===== src/rtl/rr_decoder_arbiter_pkg.sv =====
// Shared definitions for the round-robin decoder arbiter.
//   state_e        : arbiter FSM states (fixed encodings)
//   DefaultN       : default requester count
//   DefaultIdxW    : default select width, clog2(DefaultN)
package rr_decoder_arbiter_pkg;

  localparam int unsigned DefaultN    = 8;
  localparam int unsigned DefaultIdxW = 3;

  typedef enum logic [1:0] {
    StIdle  = 2'd0,
    StGrant = 2'd1,
    StGap   = 2'd2
  } state_e;

endpackage


===== src/rtl/rr_decoder_arbiter_pick.sv =====
// Combinational rotate-priority picker.
// Scans req starting at ptr and wrapping (ptr, ptr+1, ..., N-1, 0, ..., ptr-1).
//   req  in  N      request vector
//   ptr  in  IDX_W  highest-priority index
//   any  out 1      at least one request set
//   idx  out IDX_W  index of the first set request in scan order (0 when any=0)
module rr_pick
  import rr_decoder_arbiter_pkg::*;
#(
  parameter int unsigned N     = DefaultN,
  parameter int unsigned IDX_W = DefaultIdxW
) (
  input  logic [N-1:0]     req,
  input  logic [IDX_W-1:0] ptr,
  output logic             any,
  output logic [IDX_W-1:0] idx
);

  logic [IDX_W-1:0] cand;

  always_comb begin
    any  = 1'b0;
    idx  = '0;
    cand = '0;
    for (int unsigned i = 0; i < N; i++) begin
      // N == 2**IDX_W, so the IDX_W-bit add wraps modulo N for free.
      cand = ptr + IDX_W'(i);
      if (!any && req[cand]) begin
        any = 1'b1;
        idx = cand;
      end
    end
  end

endmodule


===== src/rtl/rr_decoder_arbiter.sv =====
// Round-robin arbiter sharing one 3-to-8 one-hot decoder among N requesters.
// A grant is held until done from the owner, the owner dropping its request, or
// the hold limit expiring; each release is followed by one dead cycle.
//   clk           in   1      clock, all state on rising edge
//   rst           in   1      synchronous active-high reset
//   req           in   N      level requests
//   done          in   N      release pulses; only the granted bit is honoured
//   grant_valid   out  1      decoder enable
//   grant_idx     out  IDX_W  decoder select (holds last value when not valid)
//   grant_onehot  out  N      one-hot of grant_idx when valid, else zero
//   timeout_evt   out  1      one-cycle pulse on forced release
module rr_decoder_arbiter
  import rr_decoder_arbiter_pkg::*;
#(
  parameter int unsigned N        = DefaultN,
  parameter int unsigned IDX_W    = DefaultIdxW,
  parameter int unsigned MAX_HOLD = 16,
  parameter int unsigned CNT_W    = 5
) (
  input  logic             clk,
  input  logic             rst,
  input  logic [N-1:0]     req,
  input  logic [N-1:0]     done,
  output logic             grant_valid,
  output logic [IDX_W-1:0] grant_idx,
  output logic [N-1:0]     grant_onehot,
  output logic             timeout_evt
);

  localparam bit HasTimeout = (MAX_HOLD != 0);
  // With no timeout the counter just saturates at all-ones and is never compared.
  localparam logic [CNT_W-1:0] HoldLast = HasTimeout ? CNT_W'(MAX_HOLD - 1) : '1;

  state_e           state_q, state_d;
  logic [IDX_W-1:0] ptr_q, ptr_d;
  logic [CNT_W-1:0] hold_q, hold_d;
  logic             valid_q, valid_d;
  logic [IDX_W-1:0] idx_q, idx_d;
  logic [N-1:0]     onehot_q, onehot_d;
  logic             timeout_q, timeout_d;

  logic             pick_any;
  logic [IDX_W-1:0] pick_idx;
  logic             rel_done, rel_drop, rel_to;

  rr_pick #(
    .N     (N),
    .IDX_W (IDX_W)
  ) u_pick (
    .req (req),
    .ptr (ptr_q),
    .any (pick_any),
    .idx (pick_idx)
  );

  always_comb begin
    state_d   = state_q;
    ptr_d     = ptr_q;
    hold_d    = hold_q;
    valid_d   = valid_q;
    idx_d     = idx_q;
    onehot_d  = onehot_q;
    timeout_d = 1'b0;

    rel_done = done[idx_q];
    rel_drop = !req[idx_q];
    rel_to   = HasTimeout && (hold_q == HoldLast);

    unique case (state_q)
      StIdle, StGap: begin
        if (pick_any) begin
          state_d  = StGrant;
          valid_d  = 1'b1;
          idx_d    = pick_idx;
          onehot_d = N'(1) << pick_idx;
          hold_d   = '0;
        end else begin
          state_d  = StIdle;
          valid_d  = 1'b0;
          onehot_d = '0;
        end
      end
      StGrant: begin
        if (rel_done || rel_drop || rel_to) begin
          state_d   = StGap;
          valid_d   = 1'b0;
          onehot_d  = '0;
          ptr_d     = idx_q + 1'b1;
          // A voluntary release on the limit edge is not reported as a timeout.
          timeout_d = rel_to && !rel_done && !rel_drop;
        end else if (hold_q != HoldLast) begin
          hold_d = hold_q + 1'b1;
        end
      end
      default: begin
        state_d  = StIdle;
        valid_d  = 1'b0;
        onehot_d = '0;
      end
    endcase
  end

  always_ff @(posedge clk) begin
    if (rst) begin
      state_q   <= StIdle;
      ptr_q     <= '0;
      hold_q    <= '0;
      valid_q   <= 1'b0;
      idx_q     <= '0;
      onehot_q  <= '0;
      timeout_q <= 1'b0;
    end else begin
      state_q   <= state_d;
      ptr_q     <= ptr_d;
      hold_q    <= hold_d;
      valid_q   <= valid_d;
      idx_q     <= idx_d;
      onehot_q  <= onehot_d;
      timeout_q <= timeout_d;
    end
  end

  assign grant_valid  = valid_q;
  assign grant_idx    = idx_q;
  assign grant_onehot = onehot_q;
  assign timeout_evt  = timeout_q;

endmodule

===== config.mk =====
export PLATFORM = sky130hd
export DESIGN_NAME = rr_decoder_arbiter
export DESIGN_NICKNAME = d
export VERILOG_FILES = /design/src/rtl/rr_decoder_arbiter_pkg.sv /design/src/rtl/rr_decoder_arbiter_pick.sv /design/src/rtl/rr_decoder_arbiter.sv
export SDC_FILE = /design/constraint.sdc
export NUM_CORES = 1
export LEC_CHECK = 0
export BUFFER_PORTS_ARGS = -buffer_cell sky130_fd_sc_hd__buf_2
export CAP_MARGIN = 10
export CORE_ASPECT_RATIO = 0.9
export CORE_MARGIN = 2
export CORE_UTILIZATION = 50
export CTS_CLUSTER_SIZE = 40
export DETAILED_ROUTE_END_ITERATION = 7
export PLACE_DENSITY = 0.75
export SLEW_MARGIN = 20
export SYNTH_ARGS = -nofsm -noshare
export SYNTH_HDL_FRONTEND = slang
export SYNTH_SLANG_ARGS = --single-unit

===== constraint.sdc =====
create_clock -name clk -period 9.7 [get_ports clk]
set_input_delay 1.94 -clock clk [delete_from_list [all_inputs] [get_ports clk]]
set_output_delay 1.94 -clock clk [all_outputs]
set_load 0.03 [all_outputs]

# After elaboration in Yosys (flattened, before gate mapping)
# Index checks and enable logic that the tools add are counted.
# word_totals
reg_bits	23
latch_bits	0
ramBits	0
romBits	0
inputBits	18
output_inout_bits	13
word_cells	112
memories	0
# op_classes
add_sub_neg	9
mul	0
n_div	0
order_cmp	9
eq_ne	8
n_shift	1
n_mux	49
bitwise_logic	2
reduce_logical	27
# ops
operator	count
$lt A3 B4 Y1 const B	9
$bmux W1 S3	10
$mux W3	8
$mux W1	21
$mux W8	2
$pmux W8 S2	1
$mux W5	3
$add A3 B3 Y3 const B	4
$pmux W5 S2	1
$logic_and A1 B1 Y1	9
$logic_not A1 Y1	9
$ne A2 B2 Y1 const B	4
$shl A1 B3 Y8 const A	1
$add A3 B1 Y3 const B	2
$add A3 B2 Y3 const B	2
$add A5 B1 Y5 const B	1
$eq A5 B4 Y1 const B	1
$ne A5 B4 Y1 const B	1
$pmux W2 S2	1
$reduce_and A2 Y1	2
$reduce_and A4 Y1	1
$reduce_or A3 Y1	1
$eq A2 B1 Y1 const B	1
$eq A2 B2 Y1 const B	1
other kinds (7)	9

# Depth between registers and ports, before layout
# Gate-level depths: netlist (run 1).
# depth
word_depth	27
ltp_mapped	14
depth_no_buf	9

# Cells and area by module
# A second synthesis (run 1) with hierarchy kept.
# unflattened
cells_unflattened	223
area_unflattened_um2	2109.5
# modules_own_cells
mod	instances	cells_each	area_each_um2	seq_area_each_um2
rr_pick	1	121	1081.0	0.0
rr_decoder_arbiter	1	102	1028.5	440.4

# Worst setup path after synthesis (run 1)
# OpenSTA, ideal clock, no wires.
# synth_timing
path_type	input to register
start	in req[4]
end	reg onehot_q[0] (netlist: grant_onehot[0])
setup_ns	0.117
arrival_ns	3.784
t_required_ns	9.583
path_slack_ns	5.799
cell_stages	7
path_buffers	1
cell_sequence	mux2_1 -> mux4_2 -> o41a_1 -> buf_4 -> and2b_1 -> nor2b_4 -> a32o_1
# synth_between
elab_chain_len	27
elab_cells_between_ends	55
cone_classes	1 x eq/ne; 1 x shift; 36 x mux; 17 x reduce/logical
# synth_rtl
item	line_no	text
start: declaration	rr_decoder_arbiter.sv:22	input logic [N-1:0] req,
$bmux W1 S3	rr_decoder_arbiter_pick.sv:28	if (!any && req[cand]) begin
$mux W1 (not written as such)	rr_decoder_arbiter_pick.sv:28	
$mux W1	rr_decoder_arbiter_pick.sv:28	
$logic_not A1 Y1	rr_decoder_arbiter_pick.sv:28	
$logic_and A1 B1 Y1	rr_decoder_arbiter_pick.sv:28	
$mux W1	rr_decoder_arbiter_pick.sv:28	
$logic_not A1 Y1	rr_decoder_arbiter_pick.sv:28	
$logic_and A1 B1 Y1	rr_decoder_arbiter_pick.sv:28	
[... 11 more ...]	n/a	
$logic_and A1 B1 Y1	rr_decoder_arbiter_pick.sv:28	
$mux W1	rr_decoder_arbiter_pick.sv:28	
$logic_not A1 Y1	rr_decoder_arbiter_pick.sv:28	
$logic_and A1 B1 Y1	rr_decoder_arbiter_pick.sv:28	
$mux W3	rr_decoder_arbiter_pick.sv:28	
$shl A1 B3 Y8	rr_decoder_arbiter.sv:75	onehot_d = N'(1) << pick_idx;
$mux W8	rr_decoder_arbiter.sv:71	if (pick_any) begin
$pmux W8 S2	rr_decoder_arbiter.sv:69	unique case (state_q)
end signal: assignment	rr_decoder_arbiter.sv:118	onehot_q <= onehot_d;
end: declaration	rr_decoder_arbiter.sv:39	logic [N-1:0] onehot_q, onehot_d;
# Several ways; a longest one is shown, not always the timed one. The select of a mux whose other input is x is not followed.
# A chain may end at the register's enable or synchronous reset.

# Worst setup path in the final report (run 1)
# layout_timing
start	reg ptr_q[0]
end	reg onehot_q[4] (netlist: grant_onehot[4])
# layout_between
elab_chain_len	27
elab_cells_between_ends	56
cone_classes	7 x add/sub; 1 x shift; 34 x mux; 14 x reduce/logical
# layout_rtl
item	line_no	text
start: declaration	rr_decoder_arbiter.sv:35	logic [IDX_W-1:0] ptr_q, ptr_d;
start signal: assignment	rr_decoder_arbiter.sv:114	ptr_q <= ptr_d;
branches (longest 25 deep; another with $add A3 B1 Y3)	n/a	
$mux W8 (*)	rr_decoder_arbiter.sv:71	
$pmux W8 S2 (*)	rr_decoder_arbiter.sv:69	
# Mark *: on every way between the ends. The select of a mux whose other input is x is not followed.

==> results.md, run 1 <==
* Leakage at 0.830 nW
* Routed wire length per instance at 15.2 µm
* Top cell type's share of synthesized area at 22.6%
* Fin crit period at 3.98 ns
* Slew Viols, Final at 0
* Asr flop ratio synth at 0%
* TritonCTS Buffers at 3
* Post-synthesis sequential area ratio at 22.6%
* First-iteration detailed-routing DRC count at 110
* VDD IR max at 140 µV
* Area leader, netlist: dfxtp_1
* Final Total Pwr at 0.000518 W
* Worst hold margin at 0.454 ns
* Post-DP HPWL at 3170 µm
* Final Instance Count excl. Fillers at 267
* Setup ws final at 5.72 ns
* DR DRC count at 0
* Port bufs at 30
* Starting Density at 52.2%
* Cell variety after synth at 58
* CP max FO at 15
* Via count at 1630
* Final Hold Vio Count at 0
* Worst slew margin at 54.7%
* Setup Viol. Count Final at 0
* Clock transition at the registers of the reported paths at 0.07 ns
* Power Dens Cells at 242 nW/µm²
* Die H at 63.2 µm
* Area Growth Syn to Fin at 9.95%
* Worst Max-Slew Pin Slew at 0.678 ns
* Rows at 21
* H-tree levels at 1
* Clock latency on the worst-skew pair at 0.26 ns
* Status: completed
* GRT overflow at 0
* Mapped Cells at 196
* Most used DFF post-synth: dfxtp_1
* CTS Sinks at 22
* Root Buffer: clkbuf_8
* Crit-path slowest cell: ha_1
* Routed wire length at 4070 µm
* DRT Pass-1 Iters at 4
* Initial antenna violation count at 0
* Vias in the first global route at 1454
* Layout cells sized above 1 at 29.9%
* Syn avg cell area at 9.95 µm²
* Number of synthesized flops with an enable pin at 0
* GP Congestion at 0.904
* Setup Buffers After CTS at 0
* CORE AREA at 3730 µm²
* First-pass GRT wire length at 6910 µm
* Fin nets at 245
* Synth Register Bits at 22
* Top post-synthesis cells by area: dfxtp_1, mux4_2, mux2i_1, nand2_1, nor2_1
* Crit path arrival time at 4.14 ns
* Antenna-violating nets left at 0
* Buffers & Inverters on Critical Path at 1
* Largest net degree at the start of global routing at 20
* Worst Skew at 0.00128 ns
* Fin crit share at 41.1%
* Post-Route Setup TNS at 0 ns
* MaxCap Viol Count at 0
* Antenna cell count at 0
* Mapped Nets at 219
* Startpoint Class: flop
* Crit-path cells: inv_1 > ha_1 > mux2_1 > mux4_2 > nor3_2 > nand2_1 > o32a_1 > a32o_1
* Slowest stage delay, CP at 0.79 ns
* RSZ-0062 raised after global routing: false
* Number of cells upsized or downsized after cts at 0
* Hold buffer count at cts at 0
* Horiz. Die Dim at 69.8 µm
* Hold crit path type: reg2reg
* Placed instance count at 263
* Total GRT Usage at 19.0%
* YS warnings at 0
* CTS tree: yes
* Worst setup EP type: flop
* Worst path top cell family by delay: multiplexers
* Dpl ws at 5.49 ns
* WS Path Type: reg2reg
* Clock Tree Buf Depth at 2
* Vias per inst at 6.10
* Die Area at 4410 µm²
* Highest Clock Rate at 251 MHz
* Io pins at 31
* Syn Std Cell Area at 1950 µm²
* Critical Path RT at 9.85 ns
## worst register-to-register path: cells and delay by family, from the launching register on
kind / cells / cell delay (ns)
compound gates: 2 / 0.72
fa+ha+maj: 1 / 0.79
buf+inv: 1 / 0.32
flops: 1 / 0.70
mux: 2 / 0.92
simple gates: 2 / 0.43
## power by group
group / total (W) / leakage, nW / internal [W] / switching (W)
logic: 0.000327 / 0.623 / 0.000143 / 0.000184
registers: 0.000128 / 0.179 / 0.000106 / 0.0000221
clock network: 0.0000634 / 0.0288 / 0.0000361 / 0.0000273
## layer usage
layer | part of all wire (%) | wire length, µm | GRT usage (%) | up-vias
li1 | - | - | - | 810
met1 | 48 | 1950 | 28.6 | 765
met2 | 46 | 1870 | 29.8 | 53
met3 | 5.6 | 229 | 3.04 | 2
met4 | 0.39 | 16 | 2.40 | 0
met5 | 0 | 0 | 0 | -
## Yosys cell counts (all sizes together), types with 2 or more instances
| master | number |
|---|---|
| a22o | 2 |
| o32ai | 5 |
| a32oi | 2 |
| nor2 | 18 |
| mux2i | 12 |
| or2 | 4 |
| o21ai | 2 |
| or3 | 2 |
| a221oi | 2 |
| and3 | 2 |
| nor3 | 2 |
| ha | 5 |
| a21oi | 6 |
| buf | 7 |
| nand4 | 3 |
| clkbuf | 3 |
| a32o | 4 |
| nand2 | 18 |
| mux4 | 15 |
| o31ai | 5 |
| inv | 14 |
| dfxtp | 22 |
| a211oi | 5 |
| mux2 | 8 |
| xnor2 | 2 |
| nor2b | 3 |
| a211o | 2 |
| xor2 | 4 |
## path summary, 6_finish.rpt
kind,slack (ns),end,cells past startpoint,start
setup / recovery,5.72,grant_onehot[4],8,ptr_q[0]
hold / removal,0.45,grant_onehot[3],2,grant_onehot[3]
setup reg to reg,5.72,grant_onehot[4],8,ptr_q[0]
hold reg to reg,0.45,grant_onehot[3],2,grant_onehot[3]
## placed cells by master, fill, tap and decap left out, types with 2 or more instances in the layout
master and count:
o32ai_1 5, or3_1 2, nand2_1 18, a221oi_1 2
nor2_1 17, nor2b_1 2, o21ai_0 2, mux2i_1 10
inv_1 14, a211o_1 2, a21oi_1 6, o31ai_1 5
or2_1 3, xnor2_1 2, a211oi_1 4, mux2i_4 2
a22o_1 2, xor2_1 4, mux2_2 4, mux4_2 15
clkbuf_8 4, buf_2 30, a32o_1 4, dfxtp_1 22
mux2_1 3, ha_1 5, nand4_1 3, and3_1 2
## flip-flops by register name, indices dropped and copies added, names as in the netlist
signal / flops
grant_idx: 3
timeout_evt: 1
ptr_q: 3
state_q: 2
grant_onehot: 8
hold_q: 5
## metrics by stage
| stage | area (µm²) | utilization [%] |
|---|---|---|
| after floorplan | 1950 | - |
| after global placement | 2090 | 56.0 |
| after detailed placement | 2090 | 56.0 |
| after CTS | 2140 | 57.4 |
| after global routing | 2140 | 57.4 |
| final | 2140 | 57.4 |
## final cells by class
type | instances | area [µm²]
fill | 332 | 1590
multi-input combinational | 150 | 1380
sequential | 22 | 440
timing repair buffer | 31 | 158
tap | 46 | 57.6
clock buffer | 4 | 55.1
inverter | 14 | 52.6
## kinds of logic (layout without fill, tap and decap cells)
| kind of cell | after synthesis | count (layout) | synth area share (%) |
|---|---|---|---|
| flops | 22 | 22 | 22.6 |
| simple gates | 59 | 59 | 15.7 |
| fa+ha+maj | 5 | 5 | 3.21 |
| compound gates | 45 | 45 | 19.6 |
| xor+xnor | 6 | 6 | 2.70 |
| buf+inv | 24 | 49 | 6.61 |
| mux | 35 | 35 | 29.6 |
Note: power is estimated with default switching activity, not from simulation.
==> run 2, diff against run 1 <==
--- a/config.mk
+++ b/config.mk
@@ -5,6 +5,7 @@
 export SDC_FILE = /design/constraint.sdc
 export NUM_CORES = 1
 export LEC_CHECK = 0
+export ABC_AREA = 1
 export BUFFER_PORTS_ARGS = -buffer_cell sky130_fd_sc_hd__buf_2
 export CAP_MARGIN = 10
 export CORE_ASPECT_RATIO = 0.9
==> constraint.sdc (replaced) <==
create_clock -name clk -period 3.68 [get_ports clk]
set_input_delay 0.736 -clock clk [delete_from_list [all_inputs] [get_ports clk]]
set_output_delay 0.736 -clock clk [all_outputs]
set_load 0.03 [all_outputs]
==> results.md, run 2 <==
* CP max FO at 10 (-5)
* Synth Register Bits at 22 (unchanged)
* Setup Buffers After CTS at 0 (unchanged)
* Vias in the first global route at 1732 (+19%)
* Final Instance Count excl. Fillers at 363 (+36%)
* MaxCap Viol Count at 0 (unchanged)
* Hold path endpoint: grant_onehot[0]
* Area leader, netlist: dfxtp_1
* Highest Clock Rate at 349 MHz (+39%)
* Clock latency on the worst-skew pair at 0.26 ns (about the same)
* Min-Delay Path Depth at 2 (unchanged)
* Reg-to-reg critical path startpoint: ptr_q[1]
* Most used DFF post-synth: dfxtp_1
* Horiz. Die Dim at 67.3 µm (-3.6%)
* RSZ-0062 raised after global routing: false
* Hold buffer count at cts at 0 (unchanged)
* Die H at 61.0 µm (-3.6%)
* Power Dens Cells at 806 nW/µm² (+230%)
* GRT overflow at 0 (unchanged)
* Setup Viol. Count Final at 0 (unchanged)
* Cell variety after synth at 33 (-43%)
* CTS tree: yes
* Mapped Cells at 290 (+48%)
* Vias per inst at 5.44 (-11%)
* Final non-filler cell area at 2020 µm² (-5.7%)
* Largest net degree at the start of global routing at 16 (-20%)
* Area post-placement at 1980 µm² (-5.2%)
* Most common cell after layout, fill and taps aside: nand2_1
* Total GRT Usage at 24.2% (+5.2 points)
* Number of cells upsized or downsized after cts at 0 (unchanged)
* Top cell type's share of synthesized area at 24.4% (+1.8 points)
* Via count at 1974 (+21%)
* Final Hold Vio Count at 0 (unchanged)
* Clock Tree Buf Depth at 2 (unchanged)
* Slew Viols, Final at 0 (unchanged)
* Rows at 20 (-4.8%)
* Number of synthesized flops with an enable pin at 0 (unchanged)
* Initial antenna violation count at 0 (unchanged)
* DR DRC count at 0 (unchanged)
* Placed instance count at 360 (+37%)
* Leakage at 0.988 nW (+19%)
* Port bufs at 30 (unchanged)
* Fin crit period at 2.86 ns (-1.12 ns)
* H-tree levels at 1 (unchanged)
* Fin nets at 344 (+40%)
* Layout cells sized above 1 at 18.2% (-12 points)
* Fillcell total at 339 (+2.1%)
* Crit path arrival time at 3.07 ns (-1.07 ns)
* Worst Skew at 0.00202 ns (+0.000734 ns)
* Routed wire length per instance at 12.4 µm (-19%)
* Antenna cell count at 0 (unchanged)
* Top post-synthesis cells by area: dfxtp_1, nand2_1, nand3_1, nor2_1, inv_1
* Most frequent cells after synthesis: nand2_1, nor2_1, nand3_1
* Asr flop ratio synth at 0% (unchanged)
* Worst setup EP type: flop
* Status: completed
* Worst min-delay path startpoint: grant_onehot[0]
* Worst R2R Setup Slack at 0.82 ns (-4.90 ns)
* WS Path Type: reg2reg
* Post-DP HPWL at 3640 µm (+15%)
* Worst Max-Slew Pin Slew at 0.426 ns (-0.251 ns)
* CORE AREA at 3430 µm² (-8.1%)
* Routed wire length at 4500 µm (+11%)
* Most frequent cells in the layout: nand2_1, nor2_1, nand3_1
* Hold crit path type: reg2reg
* FF-to-FF path depth at 17 (+9)
* Critical Path RT at 3.88 ns (-5.97 ns)
* Max FFs per register at 8 (unchanged)
* Clock transition at the registers of the reported paths at 0.08 ns (about the same)
* Post-Route Setup TNS at 0 ns (unchanged)
* Fin crit share at 77.8% (+37 points)
* FF-to-FF End: grant_onehot[3]
* YS warnings at 0 (unchanged)
* Die Area at 4110 µm² (-7.0%)
* DRT Pass-1 Iters at 4 (unchanged)
* First-pass GRT wire length at 7600 µm (+10%)
* Most common cell in the netlist: nand2_1
* Syn Std Cell Area at 1800 µm² (-7.4%)
* Post-synthesis sequential area ratio at 24.4% (+1.8 points)
* Startpoint Class: flop
* CTS Sinks at 22 (unchanged)
* Antenna-violating nets left at 0 (unchanged)
* Area Growth Syn to Fin at 12.0%
* Root Buffer: clkbuf_8
* Io pins at 31 (unchanged)
* Mapped Nets at 313 (+43%)
* Worst slew margin at 71.6% (+17 points)
* First-iteration detailed-routing DRC count at 128 (+16%)
* Syn avg cell area at 6.22 µm² (-37%)
* Starting Density at 52.6% (+0.38 points)
* VDD IR max at 438 µV (+210%)
* TritonCTS Buffers at 3 (unchanged)
* GP Congestion at 1.01 (+12%)
==> run 2: changes by cell type after synthesis, sizes merged, moves of 12 or more <==
cell   delta
nand2    +65
nand3    +45
mux2i    -12
inv      +19
mux4     -15
nor2     +27
==> run 2: report_power, final <==
part           internal (W)  switching (W)  leakage (nW)  total (W)
Sequential         0.000292      0.0000564         0.179   0.000349
Clock             0.0000730      0.0000760        0.0216   0.000149
Combinational      0.000336       0.000795         0.787    0.00113
==> run 2: logic make-up after synthesis <==
group           Yosys count  share of synthesized area [%]
simple gates            190                           49.6
buf+inv                  38                           8.95
flops                    22                           24.4
compound gates           31                           10.8
xor+xnor                  4                           2.77
fa+ha+maj                 5                           3.47
==> run 2: critical path, stage by stage, from the launching register on <==
cell     delay (ns)
dfxtp_1        0.53
inv_2          0.15
ha_1           0.39
inv_1          0.22
nand3_2        0.17
nand2_1        0.09
nand2_1        0.05
nand2_1        0.11
nand3_1        0.11
nor2_1         0.18
nand3_1        0.10
nor2_1         0.16
nand2_1        0.09
nand3_2        0.13
nand2_1        0.10
nor2_1         0.10
nor2_1         0.05
nor2_1         0.07
==> run 2: cell type report <==
cell class	instances	area, µm²	area share [%]
multi-input combinational	230	1200	59.5
sequential	22	440	21.8
tap	44	55.1	2.72
inverter	33	124	6.13
clock buffer	3	41.3	2.04
timing repair buffer	31	158	7.80
==> run 2: per-layer routing <==
metal  track usage [%]  part of all wire, %  up-vias
li1                  -                    -     1013
met1              36.0                   47      875
met2              36.4                   43       80
met3              4.08                  9.1        6
met4              5.83                  1.4        0
met5                 0                    0        -
==> run 2: through the flow <==
step	util [%]	total power, W	hold WS, ns	worst slack, ns
after global routing	58.9	0.00179	0.496	0.509
after detailed placement	57.7	0.00146	0.461	0.905
after CTS	58.9	0.00162	0.472	0.882
after floorplan	-	0.00124	0.446	1.22
after global placement	57.7	0.00146	0.453	0.925
final	58.9	0.00163	0.472	0.815
==> run 2: worst max path at each step <==
stage                     slack [ns]               to  cells past startpoint      from
after floorplan                 1.22  grant_onehot[2]                     17  ptr_q[0]
after global placement          0.93  grant_onehot[3]                     18  ptr_q[0]
after detailed placement        0.91  grant_onehot[3]                     17  ptr_q[1]
after CTS                       0.88  grant_onehot[3]                     17  ptr_q[1]
after global routing            0.51  grant_onehot[3]                     18  ptr_q[0]
final                           0.82  grant_onehot[3]                     17  ptr_q[1]
==> run 3, diff against run 2 <==
==> constraint.sdc (replaced) <==
create_clock -name clk -period 2.8 [get_ports clk]
set_input_delay 0.56 -clock clk [delete_from_list [all_inputs] [get_ports clk]]
set_output_delay 0.56 -clock clk [all_outputs]
set_load 0.03 [all_outputs]
==> results.md, run 3 (same netlist as run 2, synthesis figures left out) <==
* Status: completed
* Setup Viol. Count Final at 0 (unchanged)
* MaxCap Viol Count at 0 (unchanged)
* Area post-placement at 2030 µm² (+2.7%)
* Area Growth Syn to Fin at 15.7%
* Horiz. Die Dim at 67.3 µm (unchanged)
* Layout cells sized above 1 at 20.2% (+2.0 points)
* Final Hold Vio Count at 0 (unchanged)
* Number of cells upsized or downsized after cts at 0 (unchanged)
* Antenna cell count at 0 (unchanged)
* CP most frequent cell: nor2_1
* Crit. Startpoint: ptr_q[0]
* Hold crit path type: reg2reg
* TritonCTS Buffers at 3 (unchanged)
* Worst Max-Slew Pin Slew at 0.426 ns (-0.000104 ns)
* Buffers & Inverters on Critical Path at 2 (unchanged)
* FF-to-FF path depth at 15 (-2)
* Routed wire length per instance at 12.2 µm (-1.7%)
* Worst R2R Setup Slack at 0.30 ns (-0.52 ns)
* Post-Route Setup TNS at 0 ns (unchanged)
* Worst slew margin at 71.5% (about the same)
* Slew Viols, Final at 0 (unchanged)
* Most frequent cells in the layout: nand2_1, nor2_1, nand3_1
* Worst Skew at 0.00214 ns (+0.000120 ns)
* Final non-filler cell area at 2090 µm² (+3.3%)
* WS Path Type: reg2reg
* Startpoint Class: flop
* Setup Buffers After CTS at 0 (unchanged)
* Initial antenna violation count at 0 (unchanged)
* First-pass GRT wire length at 7750 µm (+1.9%)
* Fin crit share at 89.4% (+12 points)
* DRT Pass-1 Iters at 4 (unchanged)
* Worst setup EP type: flop
* Max FFs per register at 8 (unchanged)
* Fin nets at 351 (+2.0%)
* Worst min-delay path startpoint: grant_onehot[5]
* Worst hold margin at 0.467 ns (-0.00558 ns)
* Clock latency on the worst-skew pair at 0.26 ns (about the same)
* CP max FO at 7 (-3)
* Largest net degree at the start of global routing at 15 (-1)
* DR DRC count at 0 (unchanged)
* Routed wire length at 4520 µm (+0.44%)
* Fillcell total at 324 (-4.4%)
* Worst path top cell family by delay: simple AND/OR/NAND/NOR gates
* RSZ-0062 raised after global routing: false
* Final Total Pwr at 0.00226 W (+39%)
* Rows at 20 (unchanged)
* First-iteration detailed-routing DRC count at 147 (+15%)
* Crit path arrival time at 2.70 ns (-0.37 ns)
* Slowest stage delay, CP at 0.37 ns (-0.16 ns)
* CTS Sinks at 22 (unchanged)
* Antenna-violating nets left at 0 (unchanged)
* Clock Tree Buf Depth at 2 (unchanged)
* Total GRT Usage at 25.0% (+0.82 points)
* Fin crit period at 2.50 ns (-0.363 ns)
* Hold path endpoint: grant_onehot[5]
* Clock transition at the registers of the reported paths at 0.08 ns (about the same)
* Highest Clock Rate at 400 MHz (+14%)
* VDD IR max at 609 µV (+39%)
* Post-DP HPWL at 3700 µm (+1.7%)
* Port bufs at 30 (unchanged)
* GRT overflow at 0 (unchanged)
* H-tree levels at 1 (unchanged)
* CORE AREA at 3430 µm² (unchanged)
* Root Buffer: clkbuf_8
* Io pins at 31 (unchanged)
* Reg-to-reg critical path startpoint: ptr_q[0]
* Crit-path slowest cell: ha_1
* Die Area at 4110 µm² (unchanged)
* Vias in the first global route at 1767 (+2.0%)
* Power Dens Cells at 1080 nW/µm² (+35%)
* Crit-path cells: inv_2 > ha_1 > inv_1 > nand3_2 > nand3_2 > nand2_2 > nor2_8 > nand4_4 > nor2_4 > nand3_1 > nor2_1 > nor2_1 > nor2_1 > nand2_1 > a21oi_1
* GP Congestion at 0.995 (-1.7%)
* Leakage at 1.03 nW (+4.1%)
* Most common cell after layout, fill and taps aside: nand2_1
* Min-Delay Path Depth at 2 (unchanged)
* Hold buffer count at cts at 0 (unchanged)
* Critical Path RT at 3.00 ns (-0.88 ns)
* FF-to-FF End: grant_onehot[4]
* Vias per inst at 5.21 (-4.2%)
* Via count at 1933 (-2.1%)
* CTS tree: yes
* Starting Density at 52.6% (unchanged)
* Die H at 61.0 µm (unchanged)
-- run 3: changes by cell type in the layout (fill, tap and decap cells not counted) --
cell and change:
buf_4 +7, clkbuf_8 +1
-- run 3: worst register-to-register path, cell delays in order (launching register included) --
cell,delay [ns]
dfxtp_1,0.35
inv_2,0.04
ha_1,0.37
inv_1,0.17
nand3_2,0.17
nand3_2,0.13
nand2_2,0.11
nor2_8,0.15
nand4_4,0.12
nor2_4,0.19
nand3_1,0.12
nor2_1,0.12
nor2_1,0.07
nor2_1,0.13
nand2_1,0.08
a21oi_1,0.12
-- run 3: report_power, final --
group | switching, W | internal [W] | leakage (nW)
combinational | 0.00108 | 0.000503 | 0.821
clock | 0.000103 | 0.000125 | 0.0288
sequential | 0.0000643 | 0.000384 | 0.179
total | 0.00125 | 0.00101 | 1.03
-- run 3: stage by stage --
stage / std cells / setup WS (ns) / utilization, %
finish: 371 / 0.298 / 60.9
global route: 371 / 0.0149 / 60.9
CTS: 371 / 0.296 / 60.9
detailed placement: 367 / 0.316 / 59.3
global placement: 367 / 0.371 / 59.3
floorplan: 290 / 0.344 / -
-- run 3: layout make-up --
cell class / count / area (µm²) / area share (%)
Sequential cell: 22 / 440 / 21.1
Timing Repair Buffer: 38 / 210 / 10.1
Tap cell: 44 / 55.1 / 2.64
Multi-Input combinational cell: 230 / 1200 / 57.6
Clock buffer: 4 / 55.1 / 2.64
Inverter: 33 / 124 / 5.94
-- run 3: metal layers --
layer	up-vias	global-route usage, %	part of all wire (%)
met5	-	0	0
met4	0	5.54	0.49
met3	2	5.19	6.2
met2	49	39.2	43
met1	852	35.6	50
li1	1030	-	-
-- run 3: how the worst max path moves through the flow --
stage,end,depth (start not counted)
4_1_cts,grant_onehot[0],15
3_5_place_dp,grant_onehot[0],15
2_1_floorplan,grant_onehot[2],17
3_3_place_gp,grant_onehot[0],15
5_1_grt,grant_onehot[1],15
6_report,grant_onehot[4],15
